## src/rtl/spi_pkg.sv

```systemverilog
// Shared types and defaults for the SPI responder link.
package spi_pkg;

  typedef enum logic {
    ST_IDLE  = 1'b0,
    ST_SHIFT = 1'b1
  } spi_state_t;

  localparam bit         SPI_CPOL       = 1'b0;
  localparam bit         SPI_CPHA       = 1'b0;
  localparam int         SPI_DATA_W     = 8;
  localparam logic [7:0] SPI_DEFAULT_TX = 8'hFF;

endpackage

```

## src/rtl/spi_sync_edge.sv

```systemverilog
// Multi-flop synchronizer for one asynchronous pin, with rise/fall pulses.
module spi_sync_edge
  import spi_pkg::*;
#(
  parameter int STAGES = 2
) (
  input  logic clk,
  input  logic reset,
  input  logic din,
  output logic sync,
  output logic rise,
  output logic fall
);

  logic [STAGES-1:0] chain_reg;
  logic              prev_reg;

  // Chain clears to 0 so a select already held low after reset never looks like a fall.
  always_ff @(posedge clk) begin
    if (reset) begin
      chain_reg <= '0;
      prev_reg  <= 1'b0;
    end else begin
      chain_reg <= {chain_reg[STAGES-2:0], din};
      prev_reg  <= chain_reg[STAGES-1];
    end
  end

  assign sync = chain_reg[STAGES-1];
  assign rise = sync & ~prev_reg;
  assign fall = ~sync & prev_reg;

endmodule

```

## src/rtl/spi_slave_link.sv

```systemverilog
// Mode-0 MSB-first SPI responder: oversampled pins, rx word output, one-entry reply holding register.
module spi_slave_link
  import spi_pkg::*;
#(
  parameter int                DATA_W      = SPI_DATA_W,
  parameter int                SYNC_STAGES = 2,
  parameter logic [DATA_W-1:0] DEFAULT_TX  = SPI_DEFAULT_TX
) (
  input  logic              clk,
  input  logic              reset,
  input  logic              SCLK,
  input  logic              SS,
  input  logic              MOSI,
  output logic              MISO,
  input  logic [DATA_W-1:0] tx_data,
  input  logic              tx_valid,
  output logic              tx_ready,
  output logic [DATA_W-1:0] rx_data,
  output logic              rx_valid,
  output logic              busy,
  output logic              tx_underrun,
  output logic              frame_abort
);

  localparam int                CNT_W    = $clog2(DATA_W + 1);
  localparam logic [CNT_W-1:0]  LAST_BIT = CNT_W'(DATA_W - 1);

  logic sclk_sync, sclk_rise, sclk_fall;
  logic ss_sync, ss_rise, ss_fall;
  logic [SYNC_STAGES-1:0] mosi_chain_reg;
  logic mosi_sync;

  spi_sync_edge #(.STAGES(SYNC_STAGES)) u_sclk_sync (
    .clk(clk), .reset(reset), .din(SCLK),
    .sync(sclk_sync), .rise(sclk_rise), .fall(sclk_fall)
  );

  spi_sync_edge #(.STAGES(SYNC_STAGES)) u_ss_sync (
    .clk(clk), .reset(reset), .din(SS),
    .sync(ss_sync), .rise(ss_rise), .fall(ss_fall)
  );

  always_ff @(posedge clk) begin
    if (reset) mosi_chain_reg <= '0;
    else       mosi_chain_reg <= {mosi_chain_reg[SYNC_STAGES-2:0], MOSI};
  end
  assign mosi_sync = mosi_chain_reg[SYNC_STAGES-1];

  spi_state_t        state_reg;
  logic [CNT_W-1:0]  bit_cnt_reg, cnt_next;
  logic [DATA_W-2:0] rx_shift_reg;
  logic [DATA_W-1:0] tx_shift_reg, hold_data_reg, load_word, rx_word;
  logic              hold_full_reg, boundary_reg, pending_reg, pending_hold_reg;
  logic              miso_reg, rx_valid_reg, underrun_reg, abort_reg;
  logic [DATA_W-1:0] rx_data_reg;
  logic              start_load, word_done, write_hold;

  // A frame starts only when the select falls while SCLK sits at its idle level.
  assign start_load = (state_reg == ST_IDLE) && ss_fall && !ss_sync && (sclk_sync == SPI_CPOL);
  assign word_done  = (state_reg == ST_SHIFT) && sclk_rise && (bit_cnt_reg == LAST_BIT);
  assign write_hold = tx_valid && !hold_full_reg && !start_load;
  assign rx_word    = {rx_shift_reg, mosi_sync};

  always_comb begin
    load_word = DEFAULT_TX;
    if (hold_full_reg) load_word = hold_data_reg;
    else if (tx_valid) load_word = tx_data;
  end

  always_comb begin
    cnt_next = bit_cnt_reg;
    if ((state_reg == ST_SHIFT) && sclk_rise)
      cnt_next = word_done ? '0 : bit_cnt_reg + CNT_W'(1);
  end

  // Word-boundary loads are committed on the next word's first rising edge, so the
  // trailing SCLK fall of a frame neither consumes a queued reply nor flags underrun.
  always_ff @(posedge clk) begin
    if (reset) begin
      state_reg        <= ST_IDLE;
      bit_cnt_reg      <= '0;
      rx_shift_reg     <= '0;
      tx_shift_reg     <= '0;
      hold_data_reg    <= '0;
      hold_full_reg    <= 1'b0;
      boundary_reg     <= 1'b0;
      pending_reg      <= 1'b0;
      pending_hold_reg <= 1'b0;
      miso_reg         <= 1'b0;
      rx_data_reg      <= '0;
      rx_valid_reg     <= 1'b0;
      underrun_reg     <= 1'b0;
      abort_reg        <= 1'b0;
    end else begin
      rx_valid_reg <= 1'b0;
      underrun_reg <= 1'b0;
      abort_reg    <= 1'b0;
      if (write_hold) begin
        hold_data_reg <= tx_data;
        hold_full_reg <= 1'b1;
      end
      case (state_reg)
        ST_IDLE: begin
          miso_reg     <= 1'b0;
          bit_cnt_reg  <= '0;
          boundary_reg <= 1'b0;
          pending_reg  <= 1'b0;
          if (start_load) begin
            state_reg    <= ST_SHIFT;
            tx_shift_reg <= load_word;
            miso_reg     <= load_word[DATA_W-1];
            if (hold_full_reg) hold_full_reg <= 1'b0;
            else if (!tx_valid) underrun_reg <= 1'b1;
          end
        end
        ST_SHIFT: begin
          if (sclk_rise) begin
            rx_shift_reg <= rx_word[DATA_W-2:0];
            bit_cnt_reg  <= cnt_next;
            if (word_done) begin
              rx_data_reg  <= rx_word;
              rx_valid_reg <= 1'b1;
              boundary_reg <= 1'b1;
            end
            if (pending_reg) begin
              pending_reg <= 1'b0;
              if (pending_hold_reg) hold_full_reg <= 1'b0;
              else                  underrun_reg  <= 1'b1;
            end
          end
          if (sclk_fall) begin
            if (boundary_reg) begin
              tx_shift_reg     <= load_word;
              miso_reg         <= load_word[DATA_W-1];
              boundary_reg     <= 1'b0;
              pending_reg      <= 1'b1;
              pending_hold_reg <= hold_full_reg || tx_valid;
            end else begin
              tx_shift_reg <= tx_shift_reg << 1;
              miso_reg     <= tx_shift_reg[DATA_W-2];
            end
          end
          if (ss_rise) begin
            state_reg    <= ST_IDLE;
            bit_cnt_reg  <= '0;
            miso_reg     <= 1'b0;
            boundary_reg <= 1'b0;
            pending_reg  <= 1'b0;
            if (cnt_next != '0) abort_reg <= 1'b1;
          end
        end
        default: state_reg <= ST_IDLE;
      endcase
    end
  end

  assign MISO        = miso_reg;
  assign tx_ready    = ~hold_full_reg;
  assign rx_data     = rx_data_reg;
  assign rx_valid    = rx_valid_reg;
  assign busy        = (state_reg == ST_SHIFT);
  assign tx_underrun = underrun_reg;
  assign frame_abort = abort_reg;

endmodule

```

## config.mk

```make
export PLATFORM = sky130hd
export DESIGN_NAME = spi_slave_link
export DESIGN_NICKNAME = d
export VERILOG_FILES = /design/src/rtl/spi_pkg.sv /design/src/rtl/spi_sync_edge.sv /design/src/rtl/spi_slave_link.sv
export SDC_FILE = /design/constraint.sdc
export NUM_CORES = 1
export LEC_CHECK = 0
export ABC_AREA = 1
export CORE_ASPECT_RATIO = 0.75
export CORE_MARGIN = 4
export CORE_UTILIZATION = 45
export CTS_CLUSTER_SIZE = 20
export DETAILED_ROUTE_END_ITERATION = 6
export GPL_ROUTABILITY_DRIVEN = 0
export PLACE_DENSITY = 0.71
export SLEW_MARGIN = 25
export SYNTH_ARGS = -nofsm -noshare
export SYNTH_HDL_FRONTEND = slang
export SYNTH_SLANG_ARGS = --single-unit
export TNS_END_PERCENT = 1
```

## constraint.sdc

```tcl
create_clock -name clk -period 2.1 [get_ports clk]
set_input_delay 0.525 -clock clk [delete_from_list [all_inputs] [get_ports clk]]
set_output_delay 0.525 -clock clk [all_outputs]
set_load 0.01 [all_outputs]
```

== After elaboration in Yosys (flattened, before gate mapping) ==
Cells that the tools add are included.

* Mux-type cells: 46
* Reduce and logical (&&, ||, !) cells: 18
* Add/sub/neg operators: 1
* Equal/unequal tests: 5
* Bitwise logic cells: 12

{| class="wikitable"
|+ Operators with widths
! operator !! number
|-
| $mux W1 || 29
|-
| $mux W7 || 3
|-
| $mux W4 || 4
|-
| $mux W8 || 2
|-
| $pmux W7 S2 || 1
|-
| $pmux W1 S2 || 6
|-
| $not A1 Y1 || 8
|-
| $pmux W4 S2 || 1
|-
| $logic_and A1 B1 Y1 || 7
|-
| $ne A3 B3 Y1 const B || 2
|-
| $reduce_and A3 Y1 || 2
|-
| $reduce_or A3 Y1 || 2
|-
| $add A4 B1 Y4 const B || 1
|-
| $and A1 B1 Y1 || 4
|-
| $eq A4 B3 Y1 const B || 1
|-
| $ne A2 B2 Y1 const B || 2
|-
| $reduce_and A2 Y1 || 2
|-
| $reduce_bool A4 Y1 || 1
|-
| $logic_not A1 Y1 || 3
|-
| $logic_or A1 B1 Y1 || 1
|}

* Logic and storage cells: 101
* Register bits after elaboration: 51
* Output and inout port bits: 14
* Bits of input ports: 14

== Logic depth before layout (Yosys ltp) ==
Gate-level depths: netlist of the first run.

* Depth after elaboration: 12
* Depth in mapped cells: 9
* Gate-level depth less buffers: 8

== Cells and area by module ==
A second synthesis of the first run with hierarchy kept.

* Cell total of the unflattened synthesis: 275
* Area, all modules: 2123.3 µm²

{| class="wikitable"
|+ Modules (own cells, without submodules)
! module !! sequential area each (µm²) !! area an instance (µm²) !! instances !! cells an instance
|-
| spi_slave_link || 900.9 || 1935.6 || 1 || 251
|-
| spi_sync_edge || 60.1 || 93.8 || 2 || 12
|}

== Worst setup path before layout of the first run ==
OpenSTA, ideal clock, no wires.

* Path type: input to register
* Start: input reset
* End: register hold_data_reg[0]
* Setup slack: 0.861 ns
* Path buffers: 2
* Setup time: 0.132 ns
* Stages: 3
* Data required time: 1.968 ns
* Data arrival time: 1.107 ns
* Cell sequence: clkbuf_1 > buf_1 > a21oi_1

{| class="wikitable"
|+ RTL lines
! element !! RTL line !! RTL
|-
| start: declaration || spi_slave_link.sv:10 || <nowiki>input logic reset,</nowiki>
|-
| end signal: assignment || spi_slave_link.sv:99 || <nowiki>hold_data_reg <= tx_data;</nowiki>
|-
| end: declaration || spi_slave_link.sv:52 || <nowiki>logic [DATA_W-1:0] tx_shift_reg, hold_data_reg, load_word, rx_word;</nowiki>
|}

No word-level cell between the ends.

== Worst setup path after layout of the first run ==
* Start: register state_reg (netlist: busy)
* End: output busy

{| class="wikitable"
|+ RTL lines
! element !! RTL line !! RTL
|-
| start: declaration || spi_slave_link.sv:49 || <nowiki>spi_state_t state_reg;</nowiki>
|-
| start signal: assignment || spi_slave_link.sv:80 || <nowiki>state_reg <= ST_IDLE;</nowiki>
|-
| start signal: assignment || spi_slave_link.sv:109 || <nowiki>state_reg <= ST_SHIFT;</nowiki>
|-
| start signal: assignment || spi_slave_link.sv:144 || <nowiki>state_reg <= ST_IDLE;</nowiki>
|-
| end: declaration || spi_slave_link.sv:20 || <nowiki>output logic busy,</nowiki>
|}

No word-level cell between the ends.

==> results of run 1 <==
[worst max-delay path by stage]
| stage | from | to | slack (ns) | cells past startpoint |
|---|---|---|---|---|
| 2_1_floorplan | reset | hold_data_reg[0] | 0.86 | 3 |
| 6_report | busy | busy | 0.17 | 1 |
| 3_3_place_gp | tx_valid | hold_full_reg | 0.29 | 7 |
| 5_1_grt | busy | busy | 0.09 | 1 |
| 4_1_cts | busy | busy | 0.14 | 1 |
| 3_5_place_dp | tx_valid | hold_full_reg | 0.26 | 7 |
[power breakdown]
part           leakage [nW]  switching, mW  internal (mW)
combinational         0.505         0.0850         0.0690
sequential            0.414         0.0150          0.990
clock                0.0515          0.297          0.301
total                 0.970          0.397           1.36
[final cells by class]
cell class | instances | area, sq um
sequential | 51 | 1020
tap | 57 | 71.3
timing repair buffer | 29 | 298
multi-input combinational | 185 | 921
inverter | 28 | 108
clock buffer | 8 | 100
fill | 422 | 2000
[synthesized netlist by cell type (all sizes together)]
master   n  area [sq um]
buf      8          63.8
dfxtp   51          1020
o211ai   1          7.51
ha       1          12.5
nand3   23           133
nand4    4          40.0
o21ai   28           140
a21oi   27           135
o221ai   1          8.76
clkbuf   3          11.3
nor2    37           154
o21a     6          45.0
inv     28           108
o22ai    1          6.26
nand2   49           191
nor4     2          12.5
or2      2          12.5
nor3     2          10.0
a211oi   1          12.5
[kinds of logic (layout without fill, tap and decap cells)]
| group | after synthesis | count (layout) |
|---|---|---|
| AO/OA/AOI/OAI | 65 | 65 |
| adder cells (fa/ha/maj) | 1 | 1 |
| buffers and inverters | 39 | 65 |
| flip-flops | 51 | 51 |
| AND/OR/NAND/NOR | 119 | 119 |
[worst reg2reg max path, stage by stage (launching register included)]
cell and delay, ns:
dfxtp_1 0.39, ha_1 0.22, nand3_1 0.19, nor2_4 0.26, inv_2 0.15, nor2_1 0.12
nor2_1 0.05
[layer usage]
layer | track usage, % | share of wire [%]
met5 | 0 | 0
met4 | 6.13 | 1.1
met3 | 4.39 | 6.6
met2 | 21.4 | 37
met1 | 24.2 | 55
==> results.md, run 1 <==
* Status: completed
* Mapped Cells at 275
* Pleak at 0.970 nW
* Clock Path Buffers at 2
* Routed WL per cell at about 12 um
* Critical R2R Launch: bit_cnt_reg[0]
* Worst hold slack at 0.409 ns
* Syn Area/Cell at 7.73 sq um
* Layout net count at 315
* Vias at 1794
* DIE WIDTH at between 80 and 90 um
* Yosys cell types at 30
* Fin. max-slew vios at 0
* R2R Setup Slk at approximately 0.62 ns
* TritonCTS clock tree: done
* Inst Count DP at 350
* Clock Latency Late Sink at 0.30 ns
* Reg2Reg Depth at 6
* Sequential element share of the synthesized area at 48.1%
* CORE AREA at 0.00452 sq mm
* Commonest non-fill, non-tap cell in the layout: dfxtp_1
* Ys Warns at 0
* Fmax at 517 MHz
* Initial antenna violation count at 0
* First-pass GRT wire length at 7490 um
* Initial Util at between 40% and 50%
* Setup-failing EPs final at 0
* Total of max-cap violations at 0
* CP Cell Sequence: clkdlybuf4s50_1
* Clk_skew at 0.00694 ns
* Root Driver: clkbuf_8
* Critical path's largest stage delay at 0.61 ns
* Startpoint type of the worst setup path: flop
* Largest net degree at the start of global routing at 29
* Post-synthesis simple-gate area fraction at 26.0%
* Power per Cell Area at 698 mW/mm^2
* Post-synthesis xor/xnor area fraction at 0%
* Hold Path Sink: mosi_chain_reg[1]
* RSZ-0062 raised after global routing: no
* Peak supply drop at 0.000303 V
* Final hold vios at 0
* Die H at between 60 and 70 um
* DR iter-0 viols at 88
* Highest-count cells in the layout ignoring fill and taps: dfxtp_1 (51), nand2_1 (46), nor2_1 (35), a21oi_1 (27), clkdlybuf4s50_1 (27)
* CP Max Fanout at 6
* Critical path class: reg2out
* Main combinational cell family by area after synthesis: simple AND/OR/NAND/NOR gates
* Min cycle time layout at 1.93 ns
* First drt pass iteration count at 4
* Mux contribution to synthesized area at 0%
* Worst EP required at 1.57 ns
* Synth Cell Area at 0.00212 sq mm
* All-Layer GR Usage at 16.1%
* Hold wc startpoint: mosi_chain_reg[0]
* Finished Cell Area at 0.00252 sq mm
* Post-route setup slack at 0.167 ns
* Period Utilization, post-route at between 90 and 100%
* Drt drc at 0
* Port bufs at 27
* RR Endpoint: rx_data[4]
* CTS Buf Count at 5
* Slew @ Worst Pin at 0.553 ns
* Rel. slew slack at 63.1%
* Htree depth at 2
* Row count at 21
* Total Power at 1.76 mW
* Non-filler cells, final at 358
* Share of cells above drive strength 1 at between 8 and 9%
* Clk slew on worst S/H paths at around 0.08 ns
* Final TNS setup at 0 ns
* Remaining Overflow, GRT at 0
* Mapped Nets at 290
* Synth Register Bits at between 50 and 60
* Post-route ant nets at 0
* Pre-CTS setup slack at 0.261 ns
* DP HPWL at 3130 um
* Crit path arrival time at 1.41 ns
* DRT Wirelength at 4400 um
* Hold depth at 2
* Synth Area in Compound Gates at 16.7%
* CP Capture Type: output pin
* Final Util at between 50% and 60%
* Post-cts resize count at 0
* Avg Vias per Cell at around 5.0
* DP Area at roughly 0.0024 sq mm
* Area Growth Syn to Fin at 18.6%
* Post-synthesis adder-cell area fraction at 0.589%
* Inserted Diodes at 0
* Buffers & Inverters on Critical Path at 1
* Slowest stage cell, crit path: clkdlybuf4s50_1
* Kind of cell adding the most delay to the critical path: buffers and inverters
* Hold buffers post-CTS at 0
* Hold Path Class: reg2reg
* Die Area at 0.00590 sq mm
* IO Count at 28
* Num Clock Sinks at 51
* Number of global-route vias before repair at 1599
* Setup repair bufs after CTS at 0
Note: power is estimated with default switching activity, not from simulation.
==> run 2: changes to the inputs <==
CAP_MARGIN = 10   (was default)
==> results of run 2 <==
Same layout as run 1: the final DEF is identical, and so are final timing and power.
==> run 3: changes to the inputs <==
==> constraint.sdc (replaced) <==
create_clock -name clk -period 2.1 [get_ports clk]
set_input_delay 0.21 -clock clk [delete_from_list [all_inputs] [get_ports clk]]
set_output_delay 0.21 -clock clk [all_outputs]
set_load 0.01 [all_outputs]
==> run 3 against run 2 <==
  * Sequential cell count did not move
  * Clock power rose by 3%
  * Fmax rose by 12%
  * Critical endpoint unchanged
  * Largest cell class unchanged
  * Highest routed layer unchanged
==> results.md, run 3 (synthesis gave the netlist of run 1 again) <==
* Highest-count cells in the layout ignoring fill and taps: dfxtp_1 (51), nand2_1 (46), nor2_1 (35), a21oi_1 (27), clkdlybuf4s50_1 (27)
* Hold buffers post-CTS at 0 (unchanged)
* Row count at 21 (unchanged)
* Non-filler cells, final at 358 (unchanged)
* Htree depth at 2 (unchanged)
* CP Cell Sequence: clkdlybuf4s50_1
* Buffers & Inverters on Critical Path at 1 (unchanged)
* Routed WL per cell at 12.5 um (+1.5%)
* Fill cells at 456 (+8.1%)
* Setup repair bufs after CTS at 0 (unchanged)
* Startpoint type of the worst setup path: flop
* Largest net degree at the start of global routing at 29 (unchanged)
* Die H at 67.5 um (unchanged)
* Commonest non-fill, non-tap cell in the layout: dfxtp_1
* DR iter-0 viols at 146 (+66%)
* Crit path arrival time at 1.51 ns (+0.10 ns)
* RSZ-0062 raised after global routing: no
* Fin. max-slew vios at 0 (unchanged)
* IO Count at 28 (unchanged)
* CTS Buf Count at 5 (unchanged)
* Initial Util at 47.0% (unchanged)
* Peak supply drop at 0.000481 V (+59%)
* Finished Cell Area at 0.00251 sq mm (-0.35%)
* Number of global-route vias before repair at 1550 (-3.1%)
* Inserted Diodes at 0 (unchanged)
* Clock Latency Late Sink at 0.30 ns (about the same)
* Setup-failing EPs final at 0 (unchanged)
* Total Power at 1.77 mW (+0.87%)
* Period Utilization, post-route at 81.9% (-10 points)
* Pre-CTS setup slack at 0.511 ns (+0.249 ns)
* TritonCTS clock tree: done
* Reg2Reg Depth at 5 (-1)
* Critical path class: reg2out
* Avg Vias per Cell at 5.09 (+1.7%)
* First drt pass iteration count at 5 (+1)
* Post-route ant nets at 0 (unchanged)
* Clock Path Buffers at 2 (unchanged)
* Hold depth at 2 (unchanged)
* Vias at 1824 (+1.7%)
* Initial antenna violation count at 0 (unchanged)
* DP Area at 0.00241 sq mm (-0.52%)
* Slew @ Worst Pin at 0.555 ns (+0.00212 ns)
* Clk slew on worst S/H paths at 0.08 ns (about the same)
* Port bufs at 27 (unchanged)
* Kind of cell adding the most delay to the critical path: buffers and inverters
* Layout net count at 315 (unchanged)
* Hold Path Class: reg2reg
* Rel. slew slack at 63.0% (-0.14 points)
* Slowest stage cell, crit path: clkdlybuf4s50_1
* Worst EP required at 1.89 ns (+0.32 ns)
* Die Area at 0.00590 sq mm (unchanged)
* Final Util at 55.5% (-0.19 points)
* Num Clock Sinks at 51 (unchanged)
* Min cycle time layout at 1.72 ns (-0.213 ns)
* Pleak at 0.965 nW (-0.58%)
* Worst hold slack at 0.403 ns (-0.00620 ns)
* DIE WIDTH at 87.3 um (unchanged)
* All-Layer GR Usage at 16.3% (+0.19 points)
* Final hold vios at 0 (unchanged)
* Status: completed
* Drt drc at 0 (unchanged)
* Post-cts resize count at 0 (unchanged)
* Fmax at 581 MHz (+12%)
* Critical path's largest stage delay at 0.62 ns (about the same)
* Power per Cell Area at 706 mW/mm^2 (+1.2%)
* Remaining Overflow, GRT at 0 (unchanged)
* Final TNS setup at 0 ns (unchanged)
* CORE AREA at 0.00452 sq mm (unchanged)
* DP HPWL at 3050 um (-2.6%)
* First-pass GRT wire length at 7470 um (-0.37%)
* Area Growth Syn to Fin at 18.1%
* Inst Count DP at 350 (unchanged)
* CP Capture Type: output pin
* Share of cells above drive strength 1 at 8.97% (+0.33 points)
* Total of max-cap violations at 0 (unchanged)
* Root Driver: clkbuf_8
* Post-route setup slack at 0.380 ns (+0.213 ns)
* Levels on crit path at 1 (unchanged)
* CP Max Fanout at 8 (+2)
* DRT Wirelength at 4470 um (+1.5%)
* Clk_skew at 0.0113 ns (+0.00432 ns)
==> run 3: final cells by class <==
type                    count  area [sq um]  share of cell area [%]
multi-input cells         185           921                    36.7
clock inverters             1          7.51                   0.299
clock buffers               7          96.3                    3.84
well taps                  57          71.3                    2.84
repair buffers             29           285                    11.4
flip-flops and latches     51          1020                    40.7
inverters                  28           108                    4.29
==> run 3: report_power, final <==
part           internal, mW  leakage, nW  switching, mW
registers             0.990        0.414         0.0145
logic                0.0665        0.500         0.0869
clock network         0.300       0.0505          0.314
total                  1.36        0.965          0.416
==> run 3: layer usage <==
layer / vias to the layer above / GRT usage, % / wire, um
met1: 828 / 24.7 / 2510
met2: 36 / 21.9 / 1710
met5: - / 0 / 0
li1: 955 / - / -
met4: 0 / 6.32 / 50
met3: 5 / 3.78 / 190
==> run 3: final timing paths <==
check / start / end / slack (ns)
worst min-delay path: mosi_chain_reg[0] / mosi_chain_reg[1] / 0.40
worst min register to register: mosi_chain_reg[0] / mosi_chain_reg[1] / 0.40
worst max register to register: busy / rx_data[0] / 0.55
worst max-delay path: busy / busy / 0.38
